### config.mk
export PLATFORM = sky130hd
export DESIGN_NAME = wavetable_voice_sched
export DESIGN_NICKNAME = d
export VERILOG_FILES = /design/src/rtl/wavetable_voice_sched.sv
export SDC_FILE = /design/constraint.sdc
export NUM_CORES = 1
export LEC_CHECK = 0
export CAP_MARGIN = 10
export CORE_AREA = 2 2 150 152
export DETAILED_ROUTE_END_ITERATION = 6
export DIE_AREA = 0 0 152 154
export GPL_TIMING_DRIVEN = 0
export PLACE_DENSITY = 0.73
export SYNTH_ARGS = -nofsm -noshare
export SYNTH_HDL_FRONTEND = slang
export SYNTH_SLANG_ARGS = --single-unit
### constraint.sdc
create_clock -name clk -period 6.5 [get_ports clk]
set_input_delay 1.3 -clock clk [delete_from_list [all_inputs] [get_ports clk]]
set_output_delay 1.3 -clock clk [all_outputs]
set_load 0.02 [all_outputs]
### src/rtl/wavetable_voice_sched.sv
// Per-sample voice scanner for a shared single-port wavetable RAM. It steps each
// voice phase, sums one wavetable word per voice and fits host reloads between scans.
module wavetable_voice_sched #(
    parameter int NVOICE  = 4,
    parameter int PHASE_W = 24,
    localparam int MIX_W  = 16 + $clog2(NVOICE)
) (
    input  logic                      clk,
    input  logic                      rst,
    input  logic                      sample_tick,
    input  logic [NVOICE-1:0]         voice_en,
    input  logic [NVOICE*PHASE_W-1:0] voice_inc,
    input  logic                      host_req,
    input  logic [8:0]                host_addr,
    input  logic [15:0]               host_wdata,
    output logic                      host_ack,
    output logic [8:0]                ram_addr,
    output logic [15:0]               ram_wdata,
    input  logic [15:0]               ram_rdata,
    output logic                      ce,
    output logic                      we,
    output logic                      re,
    output logic [MIX_W-1:0]          mix_out,
    output logic                      mix_valid,
    output logic                      busy,
    output logic                      overrun
);

    localparam int VW = $clog2(NVOICE);

    typedef enum logic [1:0] {IDLE, SCAN, DRAIN, HOSTWR} state_t;

    state_t             state;
    logic [VW-1:0]      v;
    logic [PHASE_W-1:0] phase [NVOICE];
    logic [MIX_W-1:0]   acc;
    logic               en_p1;
    logic [MIX_W-1:0]   sum_p1;

    function automatic logic [MIX_W-1:0] gated_sample(input logic en, input logic [15:0] s);
        return en ? MIX_W'(s) : '0;
    endfunction

    // Read data of the voice addressed last cycle joins the running sum here.
    assign sum_p1    = acc + gated_sample(en_p1, ram_rdata);
    assign ram_wdata = host_wdata;

    always_ff @(posedge clk or posedge rst) begin
        if (rst) begin
            state     <= IDLE;
            v         <= '0;
            acc       <= '0;
            en_p1     <= 1'b0;
            mix_out   <= '0;
            mix_valid <= 1'b0;
            busy      <= 1'b0;
            host_ack  <= 1'b0;
            overrun   <= 1'b0;
            ce        <= 1'b0;
            we        <= 1'b0;
            re        <= 1'b0;
            ram_addr  <= '0;
            for (int i = 0; i < NVOICE; i++) phase[i] <= '0;
        end else begin
            mix_valid <= 1'b0;
            if (sample_tick && state != IDLE) overrun <= 1'b1;
            case (state)
                IDLE: begin
                    if (sample_tick) begin
                        state    <= SCAN;
                        v        <= '0;
                        acc      <= '0;
                        en_p1    <= 1'b0;
                        busy     <= 1'b1;
                        ce       <= 1'b1;
                        re       <= 1'b1;
                        ram_addr <= phase[0][PHASE_W-1 -: 9];
                    end else if (host_req) begin
                        state    <= HOSTWR;
                        ram_addr <= host_addr;
                        ce       <= 1'b1;
                        we       <= 1'b1;
                        host_ack <= 1'b1;
                    end
                end
                SCAN: begin
                    // The read in flight used the pre-increment phase.
                    phase[v] <= voice_en[v] ? phase[v] + voice_inc[v*PHASE_W +: PHASE_W] : '0;
                    en_p1    <= voice_en[v];
                    acc      <= sum_p1;
                    if (v == VW'(NVOICE-1)) begin
                        state <= DRAIN;
                        ce    <= 1'b0;
                        re    <= 1'b0;
                    end else begin
                        v        <= v + 1'b1;
                        ram_addr <= phase[v + 1'b1][PHASE_W-1 -: 9];
                    end
                end
                DRAIN: begin
                    mix_out   <= sum_p1;
                    mix_valid <= 1'b1;
                    busy      <= 1'b0;
                    state     <= IDLE;
                end
                HOSTWR: begin
                    state    <= IDLE;
                    ce       <= 1'b0;
                    we       <= 1'b0;
                    host_ack <= 1'b0;
                end
                default: state <= IDLE;
            endcase
        end
    end

endmodule

# == After elaboration in Yosys (flattened, before gate mapping) ==
# Cells that the tools add are included.
# classes
n_mul,1
eq_ne,10
n_addsub,3
n_shift,1
reduce_logical,17
n_lt_le_gt_ge,4
mux,38
n_bitwise,2
# op_table
operator,count
$mux W24,6
$bmux W24 S2,2
$bwmux W96,1
$shiftx A96 B8 Y24,1
$demux W24 S2,1
$pmux W18 S2,1
$mux W9,3
$add A24 B24 Y24,1
$add A18 B16 Y18,1
$mux W18,1
$pmux W9 S2,1
$mux W16,1
$reduce_and A3 Y1,5
$mux W2,5
$ne A2 B2 Y1 const B,5
$mux W1,8
$pmux W1 S2,4
$reduce_bool A2 Y1,4
$eq A2 B2 Y1 const B,3
$ge A3 B3 Y1 const B,2
$not A2 Y3,2
$pmux W2 S3,1
$reduce_and A2 Y1,3
$mul A2 B2 Y4 const B,1
12 further kinds,13
# totals
wordCells,92
reg_bits,152
output_inout_bits,50

# == Longest topological paths before layout ==
# depth
word_depth,7
ltp_mapped,12

# == Worst setup path after synthesis ==
# OpenSTA, ideal clock, no wires.
# synth_timing
path_kind,in2reg
startpoint,input port voice_inc[72]
endpoint,register phase[46] in the netlist's numbering
required_time_ns,6.370
path_stages,9
arrival_ns,3.841
setup_slack_ns,2.529
setup_ns,0.130
cell_sequence,mux4_2 > ha_1 > fa_1 > a21o_1 > a221o_1 > o311a_1 > o211a_1 > a211oi_2 > o21ai_1
# synth_via
elab_chain_len,4
# synth_lines
element,line,text
"start, declared",12,"input logic [NVOICE*PHASE_W-1:0] voice_inc,"
$shiftx A96 B8 Y24,88,phase[v] <= voice_en[v] ? phase[v] + voice_inc[v*PHASE_W +: PHASE_W] : '0;
$add A24 B24 Y24,88,
$mux W24,88,
$bwmux W96,88,
"end signal, assigned by index",88,
"end, declared",35,logic [PHASE_W-1:0] phase [NVOICE];
# No other way between the ends.
# A chain may end at the register's enable or synchronous reset.

# == Worst setup path after layout ==
# layout_timing
startpoint,register v[0]
endpoint,register phase[92] in the netlist's numbering
# layout_via
elab_chain_len,7
# layout_lines
element,line,text
"start, declared",34,logic [VW-1:0] v;
"start signal, assigned",96,v <= v + 1'b1;
branches (longest 6 deep; another with $add A24 B24 Y24),--,
$bwmux W96 *,88,
# Mark *: on every way between the ends. The select of a mux whose other input is x is not followed.

==> key figures <==
Yosys
  – Simple-gate share of the synthesized area: 14.4%
  – Post-synthesis xor/xnor area fraction: 2.34%
  – Sequential element share of the synthesized area: 39.1%
  – Yosys reg bits: 152
  – Syn_area_per_cell: 9.82 µm²
  – Yosys top cell by area: dfrtp_1
  – Synth Cell Area: 9720 µm²
  – Main synth FF type: dfrtp_1
  – EDFF count, synth: 0
  – Post-synth top area share: 39.1%
  – Synth warnings: 0
  – Post-synthesis compound-gate area fraction: 19.3%
  – Library cells used by synthesis: 63
  – Syn Nets: 1179
  – Post-synthesis cell count: 989
  – Multiplexer share of the synthesized area: 14.3%
  – Synth top area cells: dfrtp_1 39%, mux4_2 13%, nand2_1 6.7%
  – Ys async rst share: 100%
  – Adder-Cell Fraction of Synth Area: under 10%
  – Largest family of logic cells by synthesized area: compound AO/OA/AOI/OAI gates

CTS
  – Clk_lat worst skew: ~0.43 ns
  – Cts bufs inserted: 17
  – Root buf cell: clkbuf_16
  – Number of gates resized after CTS: 0
  – Postcts setup bufs: 0
  – Sink Count: 152
  – Hold buffer count at cts: 0
  – Clock transition at path regs: approximately 0.060 ns
  – TritonCTS clock tree: built
  – H-tree lvl count: 4
  – Longest Clk Path Bufs: 2

Setup path
  – Crit path cell chain: buf_2 > buf_2 > buf_1 > mux4_2 > ha_1 > clkbuf_1 > nand4_1 > a2111oi_1 > nor3_1 > o41ai_1
  – CP max-delay cell: buf_1
  – WP data required: roughly 6.8 ns
  – CP delay by family, top: buffers and inverters
  – Critical path class: register to register
  – Worst path most repeated cell: buf_2
  – Setup crit end kind: register
  – Max FO, Critical Path: 10
  – CP bufs+invs: 4
  – Max incr delay on CP: 0.74 ns
  – Worst path arrival time: 4.99 ns
  – Critical path launch point type: register

Timing
  – Final Cycle Share: 72.2%
  – Final Setup Violations: 0
  – FMAX: 213 MHz
  – Rel. slew slack: 37.9%
  – Fin Clk Skew: between 0.01 and 0.015 ns
  – Hold_ws: 0.467 ns
  – Setup ws final: 1.81 ns
  – RSZ-0062 raised after global routing: no
  – Pins Over Slew Limit: 0
  – Worst Tran Pin Value: 0.931 ns
  – Sum Neg Setup Slack: 0 ns
  – Final hold viol count: 0
  – Post-layout minimum cycle time: 4.69 ns

Placed design
  – Post-Place Cell Area: 11900 µm²
  – Detailed Place HPWL: 21200 µm
  – Inst Count DP: 1447
  – RePlAce Congestion: just over 0.9
  – Place WS: 1.85 ns
  – PortBufs: 177

Route
  – Routed length per instance: 19.2 µm
  – Iter 0 DRT Violations: 596
  – Routed WL: 28500 µm
  – Via count: 8727
  – # DRC: 0
  – Drt first pass iters: 7
  – Drt via density: 5.90
  – Antenna Nets Post-Route: 0

Layout
  – Area Growth Syn to Fin: 28.5%
  – Layout cell share with drive strength beyond 1: 10.9%
  – Antenna Cells: 0
  – Layout filler cell count: 1863
  – Final layout net count: 1377
  – Post-route cell area: between 10000 and 15000 µm²
  – Commonest non-fill, non-tap cells in the layout: 177 x clkdlybuf4s50_1, 173 x nand2_1, 152 x dfrtp_1, 95 x o21ai_0, 56 x mux4_2
  – Commonest non-fill, non-tap cell in the layout: clkdlybuf4s50_1
  – Non-filler cells, final: 1480

Die
  – Num rows: 54
  – Initial Util: between 40% and 50%
  – # IOs: just under 200
  – Die W: 152 µm
  – Area of the core: roughly 22000 µm²
  – Die height: about 150 µm
  – Die ar.: 23400 µm²

Power and ir drop
  – Sequential Power Share: between 20 and 25%
  – PwrDens: 590 nW/µm²
  – Total net switching power: 0.00355 W
  – Pleak: 5.28 nW
  – Worst vdd rail ir drop: 0.248 mV
  – Sw Ratio: 48.2%
  – Power share of the clock group: 14.2%
  – Internal power: 0.00382 W
  – Gate power share: 64.0%

GRT
  – GRT Resource Usage Total: 24.6%
  – Vias in the first global route: 8821
  – GR met2 Demand/Resource: 42.1%
  – First-pass GRT wire length: 45800 µm
  – Grt ovf: 0
  – Met1 usage: 31.8%
  – Initial antenna violation count: 0
  – GR peak layer: met2
  – Largest net degree at the start of global routing: 83
  – Met3 usage: under 10%

Min path
  – Worst Hold Class: register to register

Job
  – Max_cap viols: 0

Outcome
  – Status: completed
-- flip-flops by register name (all words and copies together) (netlist names) --
register and flops:
en_p1 1, phase 96, acc 18, v 2, busy 1, we 1, mix_out 18, state 2
ram_addr 9, ce 1, mix_valid 1, re 1, overrun 1
-- cells by family after synthesis --
group | Yosys count
adders and majority gates | 45
and+or+nand+nor | 309
DFF | 152
muxes | 69
AOI/OAI and AO/OA | 291
xor gates and xnor gates | 26
buffers and inverters | 97
-- power groups by stage --
stage | registers, W | clock network (W) | logic, W
finish | 0.00161 | 0.00104 | 0.00471
global route | 0.00165 | 0.00109 | 0.00516
CTS | 0.00160 | 0.00106 | 0.00466
detailed placement | 0.00162 | 0 | 0.00463
global placement | 0.00160 | 0 | 0.00454
floorplan | 0.00165 | 0 | 0.00326
-- path summary, 6_finish.rpt --
check	startpoint	end	slack [ns]	depth (start not counted)
setup / recovery	v[0]	phase[92]	1.81	10
hold / removal	overrun	overrun	0.47	1
setup reg to reg	v[0]	phase[92]	1.81	10
hold reg to reg	overrun	overrun	0.47	1
max in group asynchronous	rst	mix_out[16]	4.29	3
min in group asynchronous	rst	mix_out[2]	1.35	2
-- through the flow --
stage               util (%)  power [W]
finish                  57.6    0.00737
global route            57.6    0.00791
CTS                     57.6    0.00732
detailed placement      54.7    0.00625
global placement        54.6    0.00614
floorplan                  -    0.00491
-- final cells by class --
| type | count | area [µm²] | share of cell area (%) |
|---|---|---|---|
| timing repair buffer | 179 | 1800 | 14.4 |
| tap | 280 | 350 | 2.81 |
| clock inverter | 12 | 166 | 1.33 |
| sequential | 152 | 3800 | 30.5 |
| clock buffer | 20 | 447 | 3.58 |
| buffer | 78 | 368 | 2.95 |
| inverter | 19 | 76.3 | 0.611 |
| multi-input combinational | 740 | 5470 | 43.8 |
-- per-layer routing --
metal	part of all wire, %	up-vias
li1	-	4040
met1	41	4277
met2	50	350
met3	6.4	60
met4	2.8	0
met5	0	-
-- synth_stat cells (5+ instances only) --
cell type / instances
o21a_1: 13
buf_2: 9
o31ai_1: 30
o211ai_1: 8
nand3_1: 21
dfrtp_1: 152
o21ai_0: 95
or4_1: 5
xor2_1: 8
nand2_1: 173
o41ai_1: 16
inv_1: 18
mux2i_1: 12
a21oi_1: 51
and2_1: 19
nand4_1: 11
clkbuf_1: 43
buf_1: 9
xnor2_1: 18
a21o_1: 16
ha_1: 43
nor3_1: 10
o21ai_1: 11
mux4_2: 56
a31oi_1: 6
a22o_1: 7
nor2_1: 46
buf_4: 17
(Power assumes the default switching activity.)
